[src/rtl/julia_pixel_dispatcher_if.sv]
// ---------------------------------------------------------------------------
// julia_pixel_dispatcher_if
//
// Groups the two streaming connections of the Julia pixel dispatcher:
//   - engine side : calc_start / calc_done handshake, starting z, latched c,
//                   starting iteration count and the 8-bit pixel result
//   - pixel side  : valid/ready stream of {pix_last, pix_data} toward the
//                   frame buffer / bus master
//
// Modports:
//   master : the dispatcher (drives calc_start, z/c/iteration, pix_valid/data/last)
//   slave  : engine + downstream consumer (drives calc_done, pixel_in, pix_ready)
// ---------------------------------------------------------------------------
interface julia_pixel_dispatcher_if #(
    parameter int WIDTH = 22
) ();

    // Engine handshake
    logic             calc_start;
    logic [WIDTH-1:0] z_real_out;
    logic [WIDTH-1:0] z_imag_out;
    logic [WIDTH-1:0] c_real_out;
    logic [WIDTH-1:0] c_imag_out;
    logic [7:0]       iteration_out;
    logic             calc_done;
    logic [7:0]       pixel_in;

    // Pixel output stream
    logic             pix_valid;
    logic [7:0]       pix_data;
    logic             pix_last;
    logic             pix_ready;

    modport master (
        output calc_start, z_real_out, z_imag_out, c_real_out, c_imag_out, iteration_out,
        input  calc_done, pixel_in,
        output pix_valid, pix_data, pix_last,
        input  pix_ready
    );

    modport slave (
        input  calc_start, z_real_out, z_imag_out, c_real_out, c_imag_out, iteration_out,
        output calc_done, pixel_in,
        input  pix_valid, pix_data, pix_last,
        output pix_ready
    );

endinterface

[src/rtl/julia_pixel_dispatcher.sv]
// ---------------------------------------------------------------------------
// julia_pixel_dispatcher
//
// Scans a (cols+1) x (rows+1) tile in raster order, hands each pixel's
// starting z to the Julia engine through calc_start/calc_done, captures the
// 8-bit result and queues {last, pixel} in a small valid/ready FIFO.
//
// Ports:
//   clk, n_rst           clock, asynchronous active-low reset
//   frame_start          pulse; latches tile config and starts a scan (IDLE only)
//   x_origin, y_origin   coordinate of column 0 / row 0 (top row)
//   step                 coordinate increment per pixel (both axes)
//   cols, rows           tile width-1 / height-1
//   c_real_in, c_imag_in Julia constant, latched at frame_start
//   eng                  julia_pixel_dispatcher_if.master (engine + pixel stream)
//   busy                 high from frame_start accept until DONE
//   frame_done           one-cycle pulse after the last pixel entered the FIFO
//   timeout_flag         (watchdog build only) sticky engine-timeout indicator
//
// Optional feature: define JULIA_DISPATCH_WATCHDOG_EN to abort a WAIT that
// lasts 300 cycles, substituting pixel 8'hFF and raising timeout_flag.
// ---------------------------------------------------------------------------
module julia_pixel_dispatcher #(
    parameter int WIDTH      = 22,
    parameter int FRACTIONAL = 11,
    parameter int DIM_BITS   = 10,
    parameter int FIFO_DEPTH = 4
) (
    input  logic                 clk,
    input  logic                 n_rst,
    input  logic                 frame_start,
    input  logic [WIDTH-1:0]     x_origin,
    input  logic [WIDTH-1:0]     y_origin,
    input  logic [WIDTH-1:0]     step,
    input  logic [DIM_BITS-1:0]  cols,
    input  logic [DIM_BITS-1:0]  rows,
    input  logic [WIDTH-1:0]     c_real_in,
    input  logic [WIDTH-1:0]     c_imag_in,
    julia_pixel_dispatcher_if.master eng,
    output logic                 busy,
    output logic                 frame_done
`ifdef JULIA_DISPATCH_WATCHDOG_EN
    ,
    output logic                 timeout_flag
`endif
);

    localparam int AW = $clog2(FIFO_DEPTH);

    // Coordinates are plain two's-complement add/sub, so the binary point only
    // has to leave at least one integer bit.
    if (FRACTIONAL >= WIDTH || FIFO_DEPTH < 2 || (1 << AW) != FIFO_DEPTH) begin : g_bad_params
        $error("julia_pixel_dispatcher: illegal FRACTIONAL/WIDTH/FIFO_DEPTH combination");
    end

    typedef enum logic [2:0] {
        S_IDLE,
        S_ISSUE,
        S_WAIT,
        S_PUSH,
        S_DONE
    } state_e;

    state_e state_q, state_d;

    logic [WIDTH-1:0]    x_origin_q, step_q, c_real_q, c_imag_q;
    logic [WIDTH-1:0]    z_real_q, z_imag_q;
    logic [DIM_BITS-1:0] cols_q, rows_q, col_q, row_q;
    logic [7:0]          hold_q;
    logic                hold_last_q;

    logic [8:0]          fifo_mem [FIFO_DEPTH];
    logic [AW:0]         wr_ptr_q, rd_ptr_q;
    logic [8:0]          fifo_head;
    logic                fifo_full, fifo_empty, fifo_pop;

    logic                start_accept, capture, push_fire, at_last, wd_expire;

    // Extra pointer bit distinguishes full from empty when the indices match.
    assign fifo_empty = (wr_ptr_q == rd_ptr_q);
    assign fifo_full  = (wr_ptr_q[AW] != rd_ptr_q[AW]) &&
                        (wr_ptr_q[AW-1:0] == rd_ptr_q[AW-1:0]);
    assign fifo_head  = fifo_mem[rd_ptr_q[AW-1:0]];
    assign fifo_pop   = !fifo_empty && eng.pix_ready;

    assign start_accept = (state_q == S_IDLE) && frame_start;
    // calc_done is only trusted in WAIT: during ISSUE the engine is still loading.
    assign capture      = (state_q == S_WAIT) && (eng.calc_done || wd_expire);
    assign push_fire    = (state_q == S_PUSH) && !fifo_full;
    assign at_last      = (col_q == cols_q) && (row_q == rows_q);

`ifdef JULIA_DISPATCH_WATCHDOG_EN
    localparam logic [8:0] WD_LIMIT = 9'd299;

    logic [8:0] wd_cnt_q;
    logic       timeout_q;

    // Expires on the 300th consecutive WAIT cycle.
    assign wd_expire    = (state_q == S_WAIT) && (wd_cnt_q == WD_LIMIT);
    assign timeout_flag = timeout_q;

    always_ff @(posedge clk or negedge n_rst) begin
        if (!n_rst) begin
            wd_cnt_q  <= '0;
            timeout_q <= 1'b0;
        end else begin
            wd_cnt_q <= (state_q == S_WAIT) ? wd_cnt_q + 9'd1 : '0;
            if (start_accept)
                timeout_q <= 1'b0;
            else if (wd_expire && !eng.calc_done)
                timeout_q <= 1'b1;
        end
    end
`else
    assign wd_expire = 1'b0;
`endif

    // NOTE: every always_comb output gets a default first so no path leaves it
    // unassigned; an unassigned path would infer a latch.
    always_comb begin
        state_d = state_q;
        unique case (state_q)
            S_IDLE:  if (frame_start) state_d = S_ISSUE;
            S_ISSUE: state_d = S_WAIT;
            S_WAIT:  if (capture) state_d = S_PUSH;
            S_PUSH:  if (!fifo_full) state_d = hold_last_q ? S_DONE : S_ISSUE;
            S_DONE:  state_d = S_IDLE;
            default: state_d = S_IDLE;
        endcase
    end

    // NOTE: state is updated with non-blocking assignments so every register
    // samples pre-edge values regardless of process ordering.
    always_ff @(posedge clk or negedge n_rst) begin
        if (!n_rst) begin
            state_q     <= S_IDLE;
            x_origin_q  <= '0;
            step_q      <= '0;
            c_real_q    <= '0;
            c_imag_q    <= '0;
            z_real_q    <= '0;
            z_imag_q    <= '0;
            cols_q      <= '0;
            rows_q      <= '0;
            col_q       <= '0;
            row_q       <= '0;
            hold_q      <= '0;
            hold_last_q <= 1'b0;
            wr_ptr_q    <= '0;
            rd_ptr_q    <= '0;
        end else begin
            state_q <= state_d;

            if (start_accept) begin
                x_origin_q <= x_origin;
                step_q     <= step;
                c_real_q   <= c_real_in;
                c_imag_q   <= c_imag_in;
                cols_q     <= cols;
                rows_q     <= rows;
                z_real_q   <= x_origin;
                z_imag_q   <= y_origin;
                col_q      <= '0;
                row_q      <= '0;
            end

            if (capture) begin
                hold_q      <= eng.calc_done ? eng.pixel_in : 8'hFF;
                hold_last_q <= at_last;
            end

            // Raster advance: rows move toward negative imaginary (top row first).
            if (push_fire) begin
                wr_ptr_q <= wr_ptr_q + (AW+1)'(1);
                if (col_q < cols_q) begin
                    col_q    <= col_q + DIM_BITS'(1);
                    z_real_q <= z_real_q + step_q;
                end else begin
                    col_q    <= '0;
                    z_real_q <= x_origin_q;
                    row_q    <= row_q + DIM_BITS'(1);
                    z_imag_q <= z_imag_q - step_q;
                end
            end

            if (fifo_pop)
                rd_ptr_q <= rd_ptr_q + (AW+1)'(1);
        end
    end

    // NOTE: FIFO storage has no reset; the pointers alone define which entries
    // are meaningful, and the outputs are masked while the FIFO is empty.
    always_ff @(posedge clk) begin
        if (push_fire)
            fifo_mem[wr_ptr_q[AW-1:0]] <= {hold_last_q, hold_q};
    end

    assign eng.calc_start    = (state_q == S_ISSUE) || (state_q == S_WAIT);
    assign eng.z_real_out    = z_real_q;
    assign eng.z_imag_out    = z_imag_q;
    assign eng.c_real_out    = c_real_q;
    assign eng.c_imag_out    = c_imag_q;
    assign eng.iteration_out = 8'd0;

    assign eng.pix_valid = !fifo_empty;
    assign eng.pix_data  = fifo_empty ? 8'd0 : fifo_head[7:0];
    assign eng.pix_last  = fifo_empty ? 1'b0 : fifo_head[8];

    assign busy       = (state_q == S_ISSUE) || (state_q == S_WAIT) || (state_q == S_PUSH);
    assign frame_done = (state_q == S_DONE);

endmodule

[src/flat_wrapper.sv]
// flat-port wrapper written by rule: the top's interface ports become plain ports
module julia_pixel_dispatcher_flat 
#(
    parameter int WIDTH      = 22,
    parameter int FRACTIONAL = 11,
    parameter int DIM_BITS   = 10,
    parameter int FIFO_DEPTH = 4
)
  (clk, n_rst, frame_start, x_origin, y_origin, step, cols, rows, c_real_in, c_imag_in, busy, frame_done, eng_calc_start, eng_z_real_out, eng_z_imag_out, eng_c_real_out, eng_c_imag_out, eng_iteration_out, eng_calc_done, eng_pixel_in, eng_pix_valid, eng_pix_data, eng_pix_last, eng_pix_ready);
  julia_pixel_dispatcher_if #(.WIDTH(WIDTH)) eng_i ();
  input  logic clk;
  input  logic n_rst;
  input  logic frame_start;
  input  logic [WIDTH-1:0] x_origin;
  input  logic [WIDTH-1:0] y_origin;
  input  logic [WIDTH-1:0] step;
  input  logic [DIM_BITS-1:0] cols;
  input  logic [DIM_BITS-1:0] rows;
  input  logic [WIDTH-1:0] c_real_in;
  input  logic [WIDTH-1:0] c_imag_in;
  output logic busy;
  output logic frame_done;
  output wire logic [$bits(eng_i.calc_start)-1:0] eng_calc_start;
  output wire logic [$bits(eng_i.z_real_out)-1:0] eng_z_real_out;
  output wire logic [$bits(eng_i.z_imag_out)-1:0] eng_z_imag_out;
  output wire logic [$bits(eng_i.c_real_out)-1:0] eng_c_real_out;
  output wire logic [$bits(eng_i.c_imag_out)-1:0] eng_c_imag_out;
  output wire logic [$bits(eng_i.iteration_out)-1:0] eng_iteration_out;
  input wire logic [$bits(eng_i.calc_done)-1:0] eng_calc_done;
  input wire logic [$bits(eng_i.pixel_in)-1:0] eng_pixel_in;
  output wire logic [$bits(eng_i.pix_valid)-1:0] eng_pix_valid;
  output wire logic [$bits(eng_i.pix_data)-1:0] eng_pix_data;
  output wire logic [$bits(eng_i.pix_last)-1:0] eng_pix_last;
  input wire logic [$bits(eng_i.pix_ready)-1:0] eng_pix_ready;
  assign eng_calc_start = eng_i.calc_start;
  assign eng_z_real_out = eng_i.z_real_out;
  assign eng_z_imag_out = eng_i.z_imag_out;
  assign eng_c_real_out = eng_i.c_real_out;
  assign eng_c_imag_out = eng_i.c_imag_out;
  assign eng_iteration_out = eng_i.iteration_out;
  assign eng_i.calc_done = eng_calc_done;
  assign eng_i.pixel_in = eng_pixel_in;
  assign eng_pix_valid = eng_i.pix_valid;
  assign eng_pix_data = eng_i.pix_data;
  assign eng_pix_last = eng_i.pix_last;
  assign eng_i.pix_ready = eng_pix_ready;
  julia_pixel_dispatcher #(.WIDTH(WIDTH), .FRACTIONAL(FRACTIONAL), .DIM_BITS(DIM_BITS), .FIFO_DEPTH(FIFO_DEPTH)) u_core (.clk(clk), .n_rst(n_rst), .frame_start(frame_start), .x_origin(x_origin), .y_origin(y_origin), .step(step), .cols(cols), .rows(rows), .c_real_in(c_real_in), .c_imag_in(c_imag_in), .eng(eng_i), .busy(busy), .frame_done(frame_done));
endmodule
[config.mk]
export PLATFORM = sky130hd
export DESIGN_NAME = julia_pixel_dispatcher_flat
export DESIGN_NICKNAME = d
export VERILOG_FILES = /design/src/rtl/julia_pixel_dispatcher_if.sv /design/src/rtl/julia_pixel_dispatcher.sv /design/src/flat_wrapper.sv
export SDC_FILE = /design/constraint.sdc
export NUM_CORES = 1
export LEC_CHECK = 0
export ABC_AREA = 0
export CAP_MARGIN = 20
export CELL_PAD_IN_SITES_DETAIL_PLACEMENT = 1
export CELL_PAD_IN_SITES_GLOBAL_PLACEMENT = 1
export CORE_MARGIN = 4
export CORE_UTILIZATION = 39
export DETAILED_ROUTE_END_ITERATION = 10
export GPL_TIMING_DRIVEN = 1
export PLACE_DENSITY = 0.85
export SYNTH_ARGS = -nofsm -noshare
export SYNTH_HDL_FRONTEND = slang
export SYNTH_SLANG_ARGS = --single-unit
[constraint.sdc]
create_clock -name clk -period 3.35 [get_ports clk]
set_clock_uncertainty 0.2 [all_clocks]
set_input_delay 0.8375 -clock clk [delete_from_list [all_inputs] [get_ports clk]]
set_output_delay 0.8375 -clock clk [all_outputs]
set_load 0.005 [all_outputs]
==> summary.txt, run 1 <==
STA
  – Slew Limit Fails: 0
  – Crit share post-route: 97.35%
  – Tmin final: between 3 and 4 ns
  – Setup repair after global routing missed its margin: true
  – Fmax: around 310 MHz
  – Final Setup Violations: 0
  – Worst hold margin: 0.2713 ns
  – Worst-Margin Slew: 0.7350 ns
  – Setup TNS Final: 0 ns
  – Hold Vio Cnt, Final: 0
  – Slew HR: 50.95%

Clocking
  – Num CTS Buffers: 27
  – CTS H-tree lvls: 1
  – CTS tree: yes
  – CTS max path bufs: 3
  – Clock Sinks: between 200 and 250
  – Worst-skew pair later-pin latency: 0.54 ns
  – Setup Buffers After CTS: 0
  – Root Driver: clkbuf_16
  – Clk slew on worst S/H paths: 0.06 ns

Run
  – Maxcap violations: 0

Die
  – Chip width: ~180 um
  – Core area: 28860 sq um
  – Starting density of the core: 39.82%
  – IO Pins: around 250
  – Die area: 32270 sq um
  – Placement Rows: slightly above 60
  – Die Span Y: 179.6 um

Final layout
  – Area of the multi-input gates: 5273 sq um
  – Layout cells sized above 1: 6.590%
  – FF+latch area: between 5000 and 6000 sq um
  – Layout area overhead: 33.45%
  – Most frequent cells in the layout: nand2_1, clkdlybuf4s50_1, dfrtp_1
  – Most common cell after layout, fill and taps aside: nand2_1
  – Nets: roughly 1.7k
  – Fillcell total: 3241
  – Post-route insts no fill: 1858
  – Final Cell Area: 15330 sq um

Placed design
  – RD Place Congestion: 0.9223
  – Placed insts: 1806
  – Area after DPL: 14480 sq um
  – Dpl hpwl: 27020 um
  – Port bufs: 243

Setup path
  – CP endpoint kind: primary output
  – CP Data Arrival Time: 2.22 ns
  – Critical path class: flip-flop to primary output
  – CP max stage cell: mux4_2
  – Crit Path Max Fanout: 6
  – Crit path cell chain: buf_4 > mux4_2 > nor2b_1 > clkdlybuf4s50_1
  – Slowest stage delay, CP: 0.54 ns
  – Worst EP required: 2.31 ns
  – Worst R2R Path Depth: 9
  – Startpoint types: flip-flop

Power
  – PD cells: about 1100 nW/um^2
  – Leak: 6.929 nW
  – VDD IR max: 0.5158 mV

Yosys
  – Synth Area in Compound Gates: a little over an eighth
  – Post-synthesis sequential area ratio: 50.79%
  – Gate Count Post-Synth: ~1.2k
  – Post-synth EDFFs: 36
  – XOR/XNOR Fraction of Synth Area: 4.345%
  – Avg Cell Area, Syn: about 9.6 sq um
  – Synth Area in Simple Gates: a little under a fifth
  – Yosys cell types: 65
  – Most common flop cell mapped by yosys: dfrtp_1
  – Largest family of logic cells by synthesized area: simple AND/OR/NAND/NOR gates
  – Yosys warns: 0
  – Mapped Area: roughly 11000 sq um
  – Post-synthesis adder-cell area fraction: 6.773%
  – Mux contribution to synthesized area: ~3%
  – FF+latch count, synth: 226
  – Async set or reset register ratio after synthesis: 84.07%

Worst hold path
  – Worst hold path depth: 2
  – Worst Hold Class: flip-flop to flip-flop

Outcome
  – Outcome: completed

Detailed routing
  – WL/cell: roughly 20 um
  – DRT iter0 DRCs: ~460
  – Routed vias: 9934
  – DRT antenna net count: 0
  – Post-route DRC: 0
  – Vias per cell: about 5.3
  – Routed wire length: 36950 um
  – First-pass DRT Iterations: 5

GRT
  – Gr ovfl total: 0
  – Initial antenna violation count: 3
  – Vias in the first global route: 11.02k
  – Largest net degree at the start of global routing: 72
  – Overall Global Routing Usage: between 20% and 30%
  – First-pass GRT wire length: around 60000 um
-- timing repair --
action                                 in CTS  in global routing
gates resized for setup                     1                  3
pin swaps                                   0                  0
hold buffers                                1                  0
setup endpoints to repair                  10                 10
endpoints found under the hold margin      20                  0
-- flip-flops by register name, summed over array words and instances (netlist names), 8 cells and up --
register,cells
u_core.fifo_mem,36
u_core.eng.c_imag_out,22
u_core.eng.c_real_out,22
u_core.eng.z_imag_out,22
u_core.eng.z_real_out,22
u_core.step_q,22
u_core.x_origin_q,22
u_core.col_q,10
u_core.cols_q,10
u_core.row_q,10
u_core.rows_q,10
u_core.hold_q,8
-- critical path: cells and delay by family, from the launching register on --
| kind | cells | cell delay, ns |
|---|---|---|
| DFF | 1 | 0.37 |
| muxes | 1 | 0.54 |
| and+or+nand+nor | 1 | 0.15 |
| buffers and inverters | 2 | 0.63 |
-- cell families (layout without fill, tap and decap cells) --
group / count (synthesis) / in the layout
xor gates and xnor gates: 57 / 57
AOI/OAI and AO/OA: 245 / 245
other: 1 / 10
DFF: 226 / 226
and+or+nand+nor: 485 / 485
buffers and inverters: 106 / 368
muxes: 22 / 22
adders and majority gates: 61 / 61
-- power breakdown --
group | total [W] | switching [W] | internal [W]
combinational | 0.00894 | 0.00473 | 0.00421
sequential | 0.00503 | 0.000986 | 0.00404
clock | 0.00275 | 0.00116 | 0.00159
-- layout make-up --
cell class / instances / area share [%]
timing repair buffer: 274 / 17.93
antenna: 2 / 0.03264
multi-input combinational: 878 / 34.39
sequential: 226 / 38.07
clock inverter: 8 / 0.2774
inverter: 45 / 1.102
clock buffer: 41 / 5.075
tap: 384 / 3.133
-- per-stage QoR --
step | utilization, % | total power (W) | setup WS (ns)
2_1_floorplan | - | 0.01019 | 0.6902
5_1_grt | 53.13 | 0.01808 | 0.005119
3_3_place_gp | 50.17 | 0.01335 | 0.3661
4_1_cts | 53.06 | 0.01681 | 0.04681
3_5_place_dp | 50.17 | 0.01389 | 0.3024
6_report | 53.13 | 0.01672 | 0.08893
-- synth_stat cells, types with 9 or more instances --
cell type  instances  area share [%]
nand2_1          340              11
dfrtp_1          190              41
o21ai_0           85             3.7
ha_1              59             6.4
a21oi_1           53             2.3
inv_1             45             1.5
edfxtp_1          36             9.4
nor2_1            36             1.2
clkbuf_1          33             1.1
xnor2_1           33             2.5
nand3_1           26             1.1
xor2_1            24             1.8
a21o_1            19             1.2
nor2b_1           18            0.98
o22ai_1           18            0.98
and3_1            14            0.76
buf_1             11            0.36
nand4_1           11            0.60
mux2_2            10            0.98
a22oi_1            9            0.59
buf_2              9            0.39
mux4_2             9             1.8
o221ai_1           9            0.69
-- path summary, 6_finish.rpt --
| path | from | end | slack (ns) |
|---|---|---|---|
| max | u_core.rd_ptr_q[0] | eng_pix_last | 0.09 |
| min reg2reg | u_core.eng.c_imag_out[13] | u_core.eng.c_imag_out[13] | 0.27 |
| min | u_core.eng.c_imag_out[13] | u_core.eng.c_imag_out[13] | 0.27 |
| max reg2reg | u_core.col_q[3] | u_core.eng.z_real_out[19] | 0.37 |
| max in group asynchronous | n_rst | u_core.eng.c_imag_out[12] | 1.57 |
| min in group asynchronous | n_rst | u_core.eng.z_imag_out[4] | 0.55 |
-- metal layers --
metal	up-vias	part of all wire (%)	global-route usage, %
met5	-	0.035	0
met2	251	50	39.39
met1	4996	42	28.85
li1	4619	-	-
met3	66	5.1	3.496
met4	2	2.9	7.010
Power figures use the tool's default switching activity.
==> inputs of run 2 (changes only) <==
- RECOVER_POWER: unset -> 100
==> summary.txt, run 2 (same netlist as run 1, synthesis figures left out) <==
Placed design
  – Placed insts: 1806 (unchanged)
  – RD Place Congestion: 0.9223 (unchanged)
  – Dpl hpwl: 27020 um (unchanged)
  – Port bufs: 243 (unchanged)

Power
  – Internal: 0.009843 W (about the same)
  – Switching share of power: 41.14% (was 41.13%)
  – Combinational Power Share: 53.5% (about the same)
  – P_sw: 0.006879 W (was 0.006878 W)
  – Seq pwr share: 30.1% (about the same)
  – PD cells: 1091 nW/um^2 (was 1090 nW/um^2)
  – Leak: 6.923 nW (was 6.929 nW)
  – VDD IR max: 0.5159 mV (was 0.5158 mV)
  – Clock share of power: 16.5% (about the same)

STA
  – Fmax: 306.1 MHz (was 306.6 MHz)
  – Setup TNS Final: 0 ns (unchanged)
  – Hold Vio Cnt, Final: 0 (unchanged)
  – Slew HR: -2.868% (was 50.95%)
  – Crit share post-route: 97.53% (was 97.35%)
  – Tmin final: 3.267 ns (was 3.261 ns)
  – Setup repair after global routing missed its margin: true (unchanged)
  – Slew Limit Fails: 22 (was 0)
  – Final Setup Violations: 0 (unchanged)
  – Worst-Margin Slew: 1.543 ns (was 0.7350 ns)

GRT
  – Initial antenna violation count: 3 (unchanged)
  – Busiest layer in global routing: met2 (unchanged)
  – First-pass GRT wire length: 60240 um (unchanged)
  – Vias in the first global route: 11.02k (unchanged)
  – Met3 Resource Use GR: 3.496% (unchanged)
  – Gr ovfl total: 0 (unchanged)
  – Met1 Use GR: 28.85% (unchanged)
  – Overall Global Routing Usage: 22.52% (unchanged)
  – Largest net degree at the start of global routing: 72 (unchanged)
  – Global Route met2 Usage: 39.39% (unchanged)

Clocking
  – Num CTS Buffers: 27 (unchanged)
  – Root Driver: clkbuf_16 (unchanged)
  – Setup Buffers After CTS: 0 (unchanged)
  – Clock Sinks: 226 (unchanged)
  – Worst-skew pair later-pin latency: 0.53 ns (was 0.54 ns)
  – CTS max path bufs: 3 (unchanged)
  – CTS tree: yes (unchanged)
  – CTS H-tree lvls: 1 (unchanged)
  – Clk slew on worst S/H paths: 0.06 ns (about the same)

Setup path
  – CP max stage cell: mux4_2 (unchanged)
  – Crit Path Max Fanout: 6 (unchanged)
  – Startpoint types: flip-flop (unchanged)
  – Worst R2R Path Depth: 9 (unchanged)
  – CP Data Arrival Time: 2.23 ns (was 2.22 ns)
  – Crit path cell chain: buf_4 > mux4_2 > nor2b_1 > clkdlybuf4s50_1 (unchanged)
  – Slowest stage delay, CP: 0.54 ns (about the same)
  – CP endpoint kind: primary output (unchanged)
  – Worst EP required: 2.31 ns (about the same)
  – Critical path class: flip-flop to primary output (unchanged)

Final layout
  – Post-route insts no fill: 1858 (unchanged)
  – Most frequent cells in the layout: nand2_1, clkdlybuf4s50_1, dfrtp_1 (unchanged)
  – Number of flip-flops in the largest register: 36 (unchanged)
  – Layout cells sized above 1: 6.522% (was 6.590%)
  – Most common cell after layout, fill and taps aside: nand2_1 (unchanged)
  – Layout area overhead: 33.37% (was 33.45%)
  – Nets: 1656 (unchanged)

Detailed routing
  – Vias per cell: 5.350 (was 5.347)
  – Routed wire length: 36960 um (was 36950 um)
  – WL/cell: 19.89 um (about the same)
  – DRT iter0 DRCs: 472 (was 463)
  – Routed vias: 9940 (was 9934)
  – DRT antenna net count: 0 (unchanged)
  – Post-route DRC: 0 (unchanged)
  – First-pass DRT Iterations: 5 (unchanged)

Worst hold path
  – Worst Hold Class: flip-flop to flip-flop (unchanged)
  – Worst hold path depth: 2 (unchanged)

Die
  – IO Pins: 252 (unchanged)
  – Starting density of the core: 39.82% (unchanged)
  – Core area: 28860 sq um (unchanged)
  – Die Span Y: 179.6 um (unchanged)
  – Placement Rows: 62 (unchanged)
  – Die area: 32270 sq um (unchanged)
  – Chip width: 179.6 um (unchanged)

Outcome
  – Outcome: complete, but fails checks (was completed)
  – Failing checks: max-capacitance violations, max-slew violations

Run
  – Maxcap violations: 1 (was 0)
-- run 2: cell counts in the layout (fill, tap and decap cells not counted) --
Identical to the previous run, type by type.
-- run 2: power groups by stage --
stage | Sequential (W) | Combinational, W | Clock [W]
finish | 0.00503 | 0.00894 | 0.00275
floorplan | 0.00472 | 0.00546 | 0
global route | 0.00518 | 0.00995 | 0.00295
detailed placement | 0.00503 | 0.00886 | 0
CTS | 0.00501 | 0.00896 | 0.00283
global placement | 0.00494 | 0.00841 | 0
-- run 2: final timing paths --
check / start / endpoint / slack (ns)
setup / recovery: u_core.rd_ptr_q[0] / eng_pix_last / 0.08
hold / removal: u_core.eng.c_imag_out[13] / u_core.eng.c_imag_out[13] / 0.27
setup reg to reg: u_core.col_q[3] / u_core.eng.z_real_out[19] / 0.37
hold reg to reg: u_core.eng.c_imag_out[13] / u_core.eng.c_imag_out[13] / 0.27
max in group asynchronous: n_rst / u_core.eng.c_imag_out[12] / 0.61
min in group asynchronous: n_rst / u_core.eng.z_imag_out[10] / 1.03
-- run 2: area by class of cell --
type	count	area, sq um
Sequential cell	226	5837
Multi-Input combinational cell	878	5273
Fill cell	3242	13530
Inverter	45	168.9
Timing Repair Buffer	274	2739
Antenna cell	2	5.005
Clock buffer	41	778.2
Tap cell	384	480.5
Clock inverter	8	42.54
-- run 2: metal layers --
metal / wire length, um / share of wire (%)
met1: 15420 / 42
met2: 18580 / 50
met3: 1897 / 5.1
met4: 1052 / 2.8
met5: 13 / 0.035
-- run 2: worst max-delay path, delay by kind of cell, from the launching register on --
kind | cells | cell delay, ns
buffers and inverters | 2 | 0.63
AND/OR/NAND/NOR | 1 | 0.15
flip-flops | 1 | 0.38
multiplexers | 1 | 0.54
-- run 2: what timing repair did --
| item | 4_1_cts | 5_1_grt |
|---|---|---|
| hold buffers | 1 | 0 |
| endpoints found under the setup margin | 10 | 10 |
| gates cloned | 0 | 0 |
| endpoints found under the hold margin | 20 | 0 |
| gates resized for setup | 1 | 3 |
-- run 2: metrics by stage --
stage | worst slack [ns] | hold slack, ns | power [W] | utilization [%] | cell area, sq um
final | 0.08268 | 0.2713 | 0.01672 | 53.10 | 15320
after global routing | 0.005119 | 0.3074 | 0.01808 | 53.10 | 15320
after CTS | 0.04681 | 0.2758 | 0.01681 | 53.06 | 15310
after detailed placement | 0.3024 | 0.2612 | 0.01389 | 50.17 | 14480
after global placement | 0.3661 | 0.2544 | 0.01335 | 50.17 | 14480
after floorplan | 0.6902 | 0.2406 | 0.01019 | - | 11520
==> inputs of run 3 (changes only) <==
- CAP_MARGIN: 20 -> 0
- CTS_BUF_LIST: unset -> sky130_fd_sc_hd__clkbuf_16
- PLACE_DENSITY: 0.85 -> unset
- PLACE_DENSITY_LB_ADDON: unset -> 0.1
==> summary.txt, run 3 (same netlist as run 1, synthesis figures left out) <==
Outcome
  – Outcome: complete, but fails checks (unchanged)
  – Failing checks: max-capacitance violations, max-slew violations (unchanged)

STA
  – Fmax: 310.0 MHz (was 306.1 MHz)
  – Slew Limit Fails: 64 (was 22)
  – Crit share post-route: 96.29% (was 97.53%)
  – Setup repair after global routing missed its margin: false (was true)
  – Final Setup Violations: 0 (unchanged)
  – Tmin final: 3.226 ns (was 3.267 ns)
  – Final WS setup: 0.1242 ns (was 0.08268 ns)
  – Slew HR: -14.08% (was -2.868%)
  – Worst-Margin Slew: 1.711 ns (was 1.543 ns)
  – Setup TNS Final: 0 ns (unchanged)
  – Hold Vio Cnt, Final: 0 (unchanged)

Detailed routing
  – Post-route DRC: 0 (unchanged)
  – DRT iter0 DRCs: 498 (was 472)
  – Vias per cell: 5.204 (was 5.350)
  – WL/cell: 18.63 um (was 19.89 um)
  – DRT antenna net count: 0 (unchanged)
  – First-pass DRT Iterations: 4 (was 5)
  – Routed wire length: 34520 um (was 36960 um)
  – Routed vias: 9643 (was 9940)

GRT
  – Vias in the first global route: 10.28k (was 11.02k)
  – Busiest layer in global routing: met2 (unchanged)
  – Met1 Use GR: 28.87% (was 28.85%)
  – Initial antenna violation count: 2 (was 3)
  – Global Route met2 Usage: 35.69% (was 39.39%)
  – Met3 Resource Use GR: 4.062% (was 3.496%)
  – Gr ovfl total: 0 (unchanged)
  – Overall Global Routing Usage: 21.26% (was 22.52%)
  – Largest net degree at the start of global routing: 70 (was 72)
  – First-pass GRT wire length: 56790 um (was 60240 um)

Placed design
  – RD Place Congestion: 0.8544 (was 0.9223)
  – Pre-CTS setup slack: 0.4036 ns (was 0.3024 ns)
  – Dpl hpwl: 25100 um (was 27020 um)
  – Port bufs: 243 (unchanged)

Setup path
  – Startpoint types: flip-flop (unchanged)
  – Critical path class: flip-flop to primary output (unchanged)
  – CP Data Arrival Time: 2.19 ns (was 2.23 ns)
  – Crit Path Max Fanout: 12 (was 6)
  – Worst EP required: 2.31 ns (about the same)
  – CP endpoint kind: primary output (unchanged)

Final layout
  – Layout area overhead: 32.46% (was 33.37%)
  – Nets: 1654 (was 1656)
  – FF+latch area: 5837 sq um (unchanged)
  – Fillcell total: 3249 (was 3242)
  – Most common cell after layout, fill and taps aside: nand2_1 (unchanged)
  – Area of the multi-input gates: 5229 sq um (was 5273 sq um)
  – Number of flip-flops in the largest register: 36 (unchanged)
  – Most frequent cells in the layout: nand2_1, dfrtp_1, clkdlybuf4s50_1 (was nand2_1, clkdlybuf4s50_1, dfrtp_1)
  – Layout cells sized above 1: 5.726% (was 6.522%)

Die
  – Placement Rows: 62 (unchanged)
  – Starting density of the core: 39.82% (unchanged)
  – Die Span Y: 179.6 um (unchanged)
  – Chip width: 179.6 um (unchanged)
  – Core area: 28860 sq um (unchanged)
  – Die area: 32270 sq um (unchanged)
  – IO Pins: 252 (unchanged)

Clocking
  – Setup Buffers After CTS: 0 (unchanged)
  – Root Driver: clkbuf_16 (unchanged)
  – Clock Sinks: 226 (unchanged)
  – Clk slew on worst S/H paths: 0.06 ns (about the same)
  – CTS tree: yes (unchanged)
  – Num CTS Buffers: 26 (was 27)
  – CTS max path bufs: 3 (unchanged)
  – Worst-skew pair later-pin latency: 0.53 ns (about the same)
  – CTS H-tree lvls: 1 (unchanged)

Power
  – Leak: 6.951 nW (was 6.923 nW)
  – PD cells: 1065 nW/um^2 (was 1091 nW/um^2)
  – VDD IR max: 0.4352 mV (was 0.5159 mV)

Worst hold path
  – Worst Hold Class: flip-flop to flip-flop (unchanged)

Run
  – Maxcap violations: 1 (unchanged)
-- run 3: per-stage QoR --
stage	hold slack [ns]	util, %	cell area (sq um)	power (W)	std cells
after CTS	0.1072	53.04	15310	0.01672	1851
after global placement	0.2574	50.13	14470	0.01346	1806
after global routing	0.2881	52.74	15220	0.01767	1853
final	0.2635	52.74	15220	0.01621	1853
after detailed placement	0.2617	50.13	14470	0.01375	1806
after floorplan	0.2406	-	11520	0.01019	1210
-- run 3: worst paths after layout --
| path | depth (start not counted) | endpoint | from | slack (ns) |
|---|---|---|---|---|
| setup reg to reg | 10 | u_core.eng.z_imag_out[13] | u_core.col_q[3] | 0.27 |
| hold / removal | 2 | u_core.eng.c_real_out[18] | u_core.eng.c_real_out[18] | 0.26 |
| max in group asynchronous | 2 | u_core.eng.z_imag_out[11] | n_rst | 0.62 |
| hold reg to reg | 2 | u_core.eng.c_real_out[18] | u_core.eng.c_real_out[18] | 0.26 |
| min in group asynchronous | 1 | u_core.eng.z_real_out[4] | n_rst | 0.56 |
| setup / recovery | 4 | eng_pix_data[6] | u_core.rd_ptr_q[0] | 0.12 |
-- run 3: layout make-up --
| class | instances | share of cell area (%) |
|---|---|---|
| clock buffers | 27 | 4.439 |
| multi-input cells | 878 | 34.36 |
| well taps | 384 | 3.157 |
| flip-flops and latches | 226 | 38.35 |
| clock inverters | 18 | 1.077 |
| diodes | 2 | 0.03288 |
| repair buffers | 273 | 17.48 |
| inverters | 45 | 1.110 |
-- run 3: power by group --
part	leakage, nW	internal (W)	switching, W
sequential	2.67	0.00404	0.000900
clock	0.428	0.00168	0.00113
combinational	3.85	0.00390	0.00455
-- run 3: timing repair --
item                                    CTS  global route
endpoints found under the setup margin   10             8
gates resized for setup                   1             2
hold buffers                              0             0
hold endpoints to repair                  0             0
-- run 3: layer usage --
metal / vias up / wire length, um / part of all wire, %
li1: 4624 / - / -
met4: 0 / 730 / 2.1
met3: 47 / 1852 / 5.4
met2: 214 / 16600 / 48
met5: - / 0 / 0
met1: 4758 / 15330 / 44
-- run 3: worst max-delay path, stage by stage (launching register included) --
cell,delay (ns)
dfrtp_1,0.35
buf_6,0.20
mux4_2,0.53
nor2b_1,0.14
clkdlybuf4s50_1,0.43
